File: src/rtl/instr_mem_loadable_if.sv
// Bus bundle for the loadable instruction memory: fetch port and program-load port.
// The master side is the fetch stage / loader, the slave side is the memory.
interface instr_mem_loadable_if #(
    parameter int ADDR_W = 32,
    parameter int IDX_W  = 6
);
    // fetch port
    logic [ADDR_W-1:0] pc;
    logic              fetch_req;
    logic              freeze;
    logic              flush;
    logic [31:0]       inst;
    logic              inst_valid;
    logic              fault;

    // program-load port
    logic              ld_start;
    logic [IDX_W-1:0]  ld_base;
    logic              ld_valid;
    logic [31:0]       ld_data;
    logic              ld_last;
    logic              ld_ready;
    logic              ld_done;
    logic              ld_err;
    logic              busy;

    modport master (
        output pc, fetch_req, freeze, flush,
        output ld_start, ld_base, ld_valid, ld_data, ld_last,
        input  inst, inst_valid, fault,
        input  ld_ready, ld_done, ld_err, busy
    );

    modport slave (
        input  pc, fetch_req, freeze, flush,
        input  ld_start, ld_base, ld_valid, ld_data, ld_last,
        output inst, inst_valid, fault,
        output ld_ready, ld_done, ld_err, busy
    );
endinterface

File: src/rtl/instr_mem_loadable.sv
// Instruction memory with a registered, stallable fetch port and a runtime
// sequential program-load port; bad fetches are flagged rather than aliased.
module instr_mem_loadable #(
    parameter int          DEPTH    = 64,
    parameter int          ADDR_W   = 32,
    parameter int          IDX_W    = 6,
    parameter logic [31:0] NOP_WORD = 32'hE1A00000
) (
    input logic                 clk,
    input logic                 rst,
    instr_mem_loadable_if.slave bus
);

    localparam int                FULL_IDX_W = ADDR_W - 2;
    localparam logic [FULL_IDX_W-1:0] DEPTH_IDX = FULL_IDX_W'(DEPTH);
    localparam logic [IDX_W:0]        DEPTH_PTR = (IDX_W + 1)'(DEPTH);
    localparam logic [IDX_W-1:0]      PTR_MAX   = '1;

    typedef enum logic {
        RUN,
        LOAD
    } state_t;

    state_t state_q, state_d;

    logic [31:0]      mem [DEPTH];

    logic [31:0]      inst_q, inst_d;
    logic             valid_q, valid_d;
    logic             fault_q, fault_d;

    logic [IDX_W-1:0] ptr_q;
    logic             ovf_q;       // pointer has run past the top of the index space
    logic             err_q;
    logic             done_q;

    logic [FULL_IDX_W-1:0] pc_idx;
    logic                  pc_bad;
    logic                  ptr_ok;
    logic                  in_load;
    logic                  beat;

    assign in_load = (state_q == LOAD);
    assign beat    = in_load && bus.ld_valid;
    assign pc_idx  = bus.pc[ADDR_W-1:2];
    assign pc_bad  = (bus.pc[1:0] != 2'b00) || (pc_idx >= DEPTH_IDX);
    assign ptr_ok  = !ovf_q && ({1'b0, ptr_q} < DEPTH_PTR);

    // NOTE: every variable assigned in an always_comb gets a default first, so
    // no path through the block leaves it unassigned and no latch is inferred.
    always_comb begin
        state_d = state_q;
        case (state_q)
            RUN:     if (bus.ld_start)          state_d = LOAD;
            LOAD:    if (beat && bus.ld_last)   state_d = RUN;
            default:                            state_d = RUN;
        endcase
    end

    // Fetch result for the next edge; flush beats freeze beats fetch_req.
    always_comb begin
        inst_d  = inst_q;
        valid_d = valid_q;
        fault_d = fault_q;
        if (in_load || bus.flush || (!bus.freeze && !bus.fetch_req)) begin
            inst_d  = NOP_WORD;
            valid_d = 1'b0;
            fault_d = 1'b0;
        end else if (!bus.freeze) begin
            valid_d = 1'b1;
            if (pc_bad) begin
                inst_d  = NOP_WORD;
                fault_d = 1'b1;
            end else begin
                inst_d  = mem[pc_idx[IDX_W-1:0]];
                fault_d = 1'b0;
            end
        end
    end

    // NOTE: sequential state is written with non-blocking assignments so every
    // register samples pre-edge values regardless of statement order.
    always_ff @(posedge clk) begin
        if (rst) begin
            state_q <= RUN;
            inst_q  <= NOP_WORD;
            valid_q <= 1'b0;
            fault_q <= 1'b0;
            ptr_q   <= '0;
            ovf_q   <= 1'b0;
            err_q   <= 1'b0;
            done_q  <= 1'b0;
        end else begin
            state_q <= state_d;
            inst_q  <= inst_d;
            valid_q <= valid_d;
            fault_q <= fault_d;
            done_q  <= beat && bus.ld_last;

            if (!in_load && bus.ld_start) begin
                ptr_q <= bus.ld_base;
                ovf_q <= 1'b0;
                err_q <= 1'b0;
            end else if (beat) begin
                if (!ptr_ok) begin
                    err_q <= 1'b1;
                end
                // Saturate instead of wrapping so late beats never hit low indices.
                if (ptr_q == PTR_MAX) begin
                    ovf_q <= 1'b1;
                end else begin
                    ptr_q <= ptr_q + IDX_W'(1);
                end
            end
        end
    end

    // NOTE: the storage array has no reset; loaded programs survive rst, and a
    // reset-free array maps onto plain RAM.
    always_ff @(posedge clk) begin
        if (!rst && beat && ptr_ok) begin
            mem[ptr_q] <= bus.ld_data;
        end
    end

    assign bus.inst       = inst_q;
    assign bus.inst_valid = valid_q;
    assign bus.fault      = fault_q;
    assign bus.ld_ready   = in_load;
    assign bus.busy       = in_load;
    assign bus.ld_done    = done_q;
    assign bus.ld_err     = err_q;

endmodule

File: src/flat_wrapper.sv
// flat-port wrapper written by rule: the top's interface ports become plain ports
module instr_mem_loadable_flat 
#(
    parameter int          DEPTH    = 64,
    parameter int          ADDR_W   = 32,
    parameter int          IDX_W    = 6,
    parameter logic [31:0] NOP_WORD = 32'hE1A00000
)
  (clk, rst, bus_pc, bus_fetch_req, bus_freeze, bus_flush, bus_ld_start, bus_ld_base, bus_ld_valid, bus_ld_data, bus_ld_last, bus_inst, bus_inst_valid, bus_fault, bus_ld_ready, bus_ld_done, bus_ld_err, bus_busy);
  instr_mem_loadable_if #(.ADDR_W(ADDR_W), .IDX_W(IDX_W)) bus_i ();
  input logic clk;
  input logic rst;
  input wire logic [$bits(bus_i.pc)-1:0] bus_pc;
  input wire logic [$bits(bus_i.fetch_req)-1:0] bus_fetch_req;
  input wire logic [$bits(bus_i.freeze)-1:0] bus_freeze;
  input wire logic [$bits(bus_i.flush)-1:0] bus_flush;
  input wire logic [$bits(bus_i.ld_start)-1:0] bus_ld_start;
  input wire logic [$bits(bus_i.ld_base)-1:0] bus_ld_base;
  input wire logic [$bits(bus_i.ld_valid)-1:0] bus_ld_valid;
  input wire logic [$bits(bus_i.ld_data)-1:0] bus_ld_data;
  input wire logic [$bits(bus_i.ld_last)-1:0] bus_ld_last;
  output wire logic [$bits(bus_i.inst)-1:0] bus_inst;
  output wire logic [$bits(bus_i.inst_valid)-1:0] bus_inst_valid;
  output wire logic [$bits(bus_i.fault)-1:0] bus_fault;
  output wire logic [$bits(bus_i.ld_ready)-1:0] bus_ld_ready;
  output wire logic [$bits(bus_i.ld_done)-1:0] bus_ld_done;
  output wire logic [$bits(bus_i.ld_err)-1:0] bus_ld_err;
  output wire logic [$bits(bus_i.busy)-1:0] bus_busy;
  assign bus_i.pc = bus_pc;
  assign bus_i.fetch_req = bus_fetch_req;
  assign bus_i.freeze = bus_freeze;
  assign bus_i.flush = bus_flush;
  assign bus_i.ld_start = bus_ld_start;
  assign bus_i.ld_base = bus_ld_base;
  assign bus_i.ld_valid = bus_ld_valid;
  assign bus_i.ld_data = bus_ld_data;
  assign bus_i.ld_last = bus_ld_last;
  assign bus_inst = bus_i.inst;
  assign bus_inst_valid = bus_i.inst_valid;
  assign bus_fault = bus_i.fault;
  assign bus_ld_ready = bus_i.ld_ready;
  assign bus_ld_done = bus_i.ld_done;
  assign bus_ld_err = bus_i.ld_err;
  assign bus_busy = bus_i.busy;
  instr_mem_loadable #(.DEPTH(DEPTH), .ADDR_W(ADDR_W), .IDX_W(IDX_W), .NOP_WORD(NOP_WORD)) u_core (.clk(clk), .rst(rst), .bus(bus_i));
endmodule
File: config.mk
export PLATFORM = sky130hd
export DESIGN_NAME = instr_mem_loadable_flat
export DESIGN_NICKNAME = d
export VERILOG_FILES = /design/src/rtl/instr_mem_loadable_if.sv /design/src/rtl/instr_mem_loadable.sv /design/src/flat_wrapper.sv
export SDC_FILE = /design/constraint.sdc
export NUM_CORES = 2
export LEC_CHECK = 0
export CORE_UTILIZATION = 51
export CTS_CLUSTER_DIAMETER = 60
export DETAILED_ROUTE_END_ITERATION = 10
export MAX_ROUTING_LAYER = met4
export PLACE_DENSITY = 0.67
export SLEW_MARGIN = 20
export SYNTH_ARGS = -nofsm -noshare
export SYNTH_HDL_FRONTEND = slang
export SYNTH_SLANG_ARGS = --single-unit
File: constraint.sdc
create_clock -name clk -period 6.75 [get_ports clk]
set_input_delay 1.35 -clock clk [delete_from_list [all_inputs] [get_ports clk]]
set_output_delay 1.35 -clock clk [all_outputs]
set_load 0.05 [all_outputs]
==> results by group <==
Floorplanning
  • Die area: 159000 sq um
  • I/O Pins: 116
  • Core area: 156000 sq um
  • Starting density of the core: 0.515
  • Die width: 399 um
  • Die Ht: 399 um
  • Row cnt: 145

Drt
  • DR top layer: met4
  • Via count: 39527
  • Residual DRC count: 0
  • Vias per cell: 6.38
  • DRT Wirelength: 203 mm
  • Met2 WL: 96.9 mm
  • Detail Route Antenna Nets: 0
  • DRT Pass-1 Iters: 8
  • Post-Route M1 WL: 81.6 mm
  • Average routed wire per standard cell: 32.8 um
  • Initial drt markers: 5262
  • Met3 wire len: 18.1 mm

Clock tree
  • CTS tree: built
  • Clock Tree Root: clkbuf_16
  • Worst-Skew Late Latency: 0.83 ns
  • Post_cts resized: 0
  • Cts hold-fix bufs: 0
  • CTS Buf Count: 196
  • CTS Sinks: 2092
  • Clock transition at the registers of the reported paths: 0.06 ns
  • CTS max path bufs: 3
  • H-tree Lvls: 4
  • Setup Buffers After CTS: 0

Logic synthesis
  • Yosys top cell area share: 0.764
  • YS warnings: 0
  • Flops & latches, synth: 2092
  • EDFF count, synth: 2048
  • Synth async-reset ratio: 0
  • Dominant cell type by area after synthesis: edfxtp_1
  • Top cells by area, synth: edfxtp_1 (76%), mux4_2 (11%), mux2i_1 (1.7%), mux2_2 (1.3%), dfxtp_1 (1.1%)
  • Distinct cells, synth: 73
  • Mapped Area: 80500 sq um
  • Primary FF master, synth: edfxtp_1
  • Sequential area share after synthesis: 0.775
  • List of most frequent post-synthesis cells: edfxtp_1 (2048), mux4_2 (403), mux2i_1 (134)
  • Syn avg cell area: 21.8 sq um
  • Count leader, synth: edfxtp_1
  • Mapped Cells: 3696
  • Synthesized Nets: 3775

Timing
  • Setup TNS: 0 ns
  • Clk_skew: 0.0334 ns
  • Tightest hold margin: 0.455 ns
  • Slew Viols, Final: 0
  • Worst relative slew slack: 0.212
  • Hold Violations, Final: 0
  • Final min period: 4.52 ns
  • Worst-Margin Slew: 1.18 ns
  • RSZ-0062 raised after global routing: no
  • Fmax achieved: 0.221 GHz
  • Ratio of final minimum period to clock period: 0.669
  • Final setup vio count: 0

Outcome
  • Status: complete, no violations

Global route
  • Initial antenna violation count: 6
  • Total Routing Usage GR: 0.265
  • Vias in the first global route: 38925
  • Total grt overflow: 0
  • Largest net degree at the start of global routing: 74
  • First-pass GRT wire length: 288 mm

Critical path
  • CP required: 7.26 ns
  • Worst setup EP type: register
  • WS Path Type: in -> reg
  • Crit-path max FO: 20
  • Crit path DAT: 5.03 ns
  • Crit path launch type: input port

Hold path
  • Worst hold path class: reg -> reg

Power and ir drop
  • Static leakage: 28.4 nW
  • Worst vdd ir: 0.240 mV
  • Power Density: 293 nW/um^2

Placed design
  • Port Buf Inserts: 115
  • Post-DP HPWL: 121 mm
  • GP Congestion: 0.850

Run
  • Max_cap viols: 0

Cells and area
  • Nets: 4044
  • Layout cells sized above 1: 0.262
  • Filler instances: 11213
  • Layout area overhead: 13.1%
worst max-delay path, cell delays in order:
cell and delay, ns:
clkdlybuf4s50_1 0.64, nor4_1 0.97, nand2_1 0.85, nor2_4 0.86, buf_4 0.34
per-stage QoR:
stage | utilization | worst slack, ns | total power, mW | cell area [sq um] | instances
6_report | 0.582 | 2.23 | 26.6 | 91100 | 6191
5_1_grt | 0.582 | 2.13 | 27.3 | 91100 | 6191
4_1_cts | 0.581 | 2.36 | 26.7 | 90900 | 6184
3_5_place_dp | 0.540 | 1.49 | 15.8 | 84400 | 5819
3_3_place_gp | 0.540 | 1.45 | 15.8 | 84400 | 5816
2_1_floorplan | - | 2.04 | 15.2 | 80500 | 3696
power breakdown:
group          total [mW]  switching [mW]  internal [mW]
combinational        1.22           0.797          0.425
clock                11.1            4.72           6.41
sequential           14.3          0.0178           14.3
final cells by class:
cell class / instances / area (sq um) / area share
Clock buffer: 242 / 5180 / 0.0569
Tap cell: 2058 / 2570 / 0.0283
Multi-Input combinational cell: 1385 / 17100 / 0.188
Timing Repair Buffer: 286 / 2550 / 0.0280
Inverter: 4 / 15.0 / 0.000165
Sequential cell: 2092 / 62400 / 0.685
Antenna cell: 1 / 2.50 / 0.0000275
Clock inverter: 123 / 1270 / 0.0140
layer usage:
layer / up-vias / GRT usage
li1: 16216 / -
met1: 20972 / 0.370
met2: 2065 / 0.401
met3: 274 / 0.0470
met4: 0 / 0.0814
met5: - / -
worst paths after layout:
kind                          from  slack [ns]                     to  depth (start not counted)
max                            rst        2.23     u_core.mem[10][21]                          5
min reg2reg  u_core.bus.inst_valid        0.45  u_core.bus.inst_valid                          2
max reg2reg        u_core.bus.busy        2.83     u_core.mem[10][21]                          5
min          u_core.bus.inst_valid        0.45  u_core.bus.inst_valid                          2
flip-flops by register name (all words and copies together), names as in the netlist:
name and count:
u_core.bus.ld_err 1, u_core.ptr_q 6, u_core.ovf_q 1, u_core.bus.inst 32, u_core.bus.fault 1, u_core.mem 2048, u_core.bus.busy 1, u_core.bus.inst_valid 1
u_core.bus.ld_done 1
cell usage in the layout, fill, tap and decap left out, drive strengths merged, types with 6 or more instances in the layout:
cell,synthesis,final
edfxtp,2048,2048
o21a,6,6
inv,4,14
nor2,133,133
nand4,7,7
and2,6,6
o2111ai,8,8
a211oi,45,45
mux4,428,428
o211ai,10,10
a32oi,7,7
mux2,92,92
o21ai,10,10
o22a,13,13
buf,148,210
nor4,14,14
nand2,89,89
clkbuf,67,242
o22ai,129,129
o221ai,16,16
a22oi,29,29
clkinv,0,85
nor3,23,23
dfxtp,44,44
o311a,7,7
clkdlybuf4s50,0,76
a21oi,14,14
nor2b,19,19
a22o,7,7
nand2b,12,12
mux2i,134,134
bufinv,0,25
nand3,34,34
a221oi,13,13
cells by family after synthesis:
group | count (synthesis) | share of synthesized area
flip-flops | 2092 | 0.775
multiplexers | 654 | 0.150
AND/OR/NAND/NOR | 371 | 0.0219
AO/OA/AOI/OAI | 355 | 0.0331
buffers and inverters | 219 | 0.0193
XOR/XNOR | 4 | 0.000435
adder cells (fa/ha/maj) | 1 | 0.000155
Note: power is estimated with default switching activity, not from simulation.
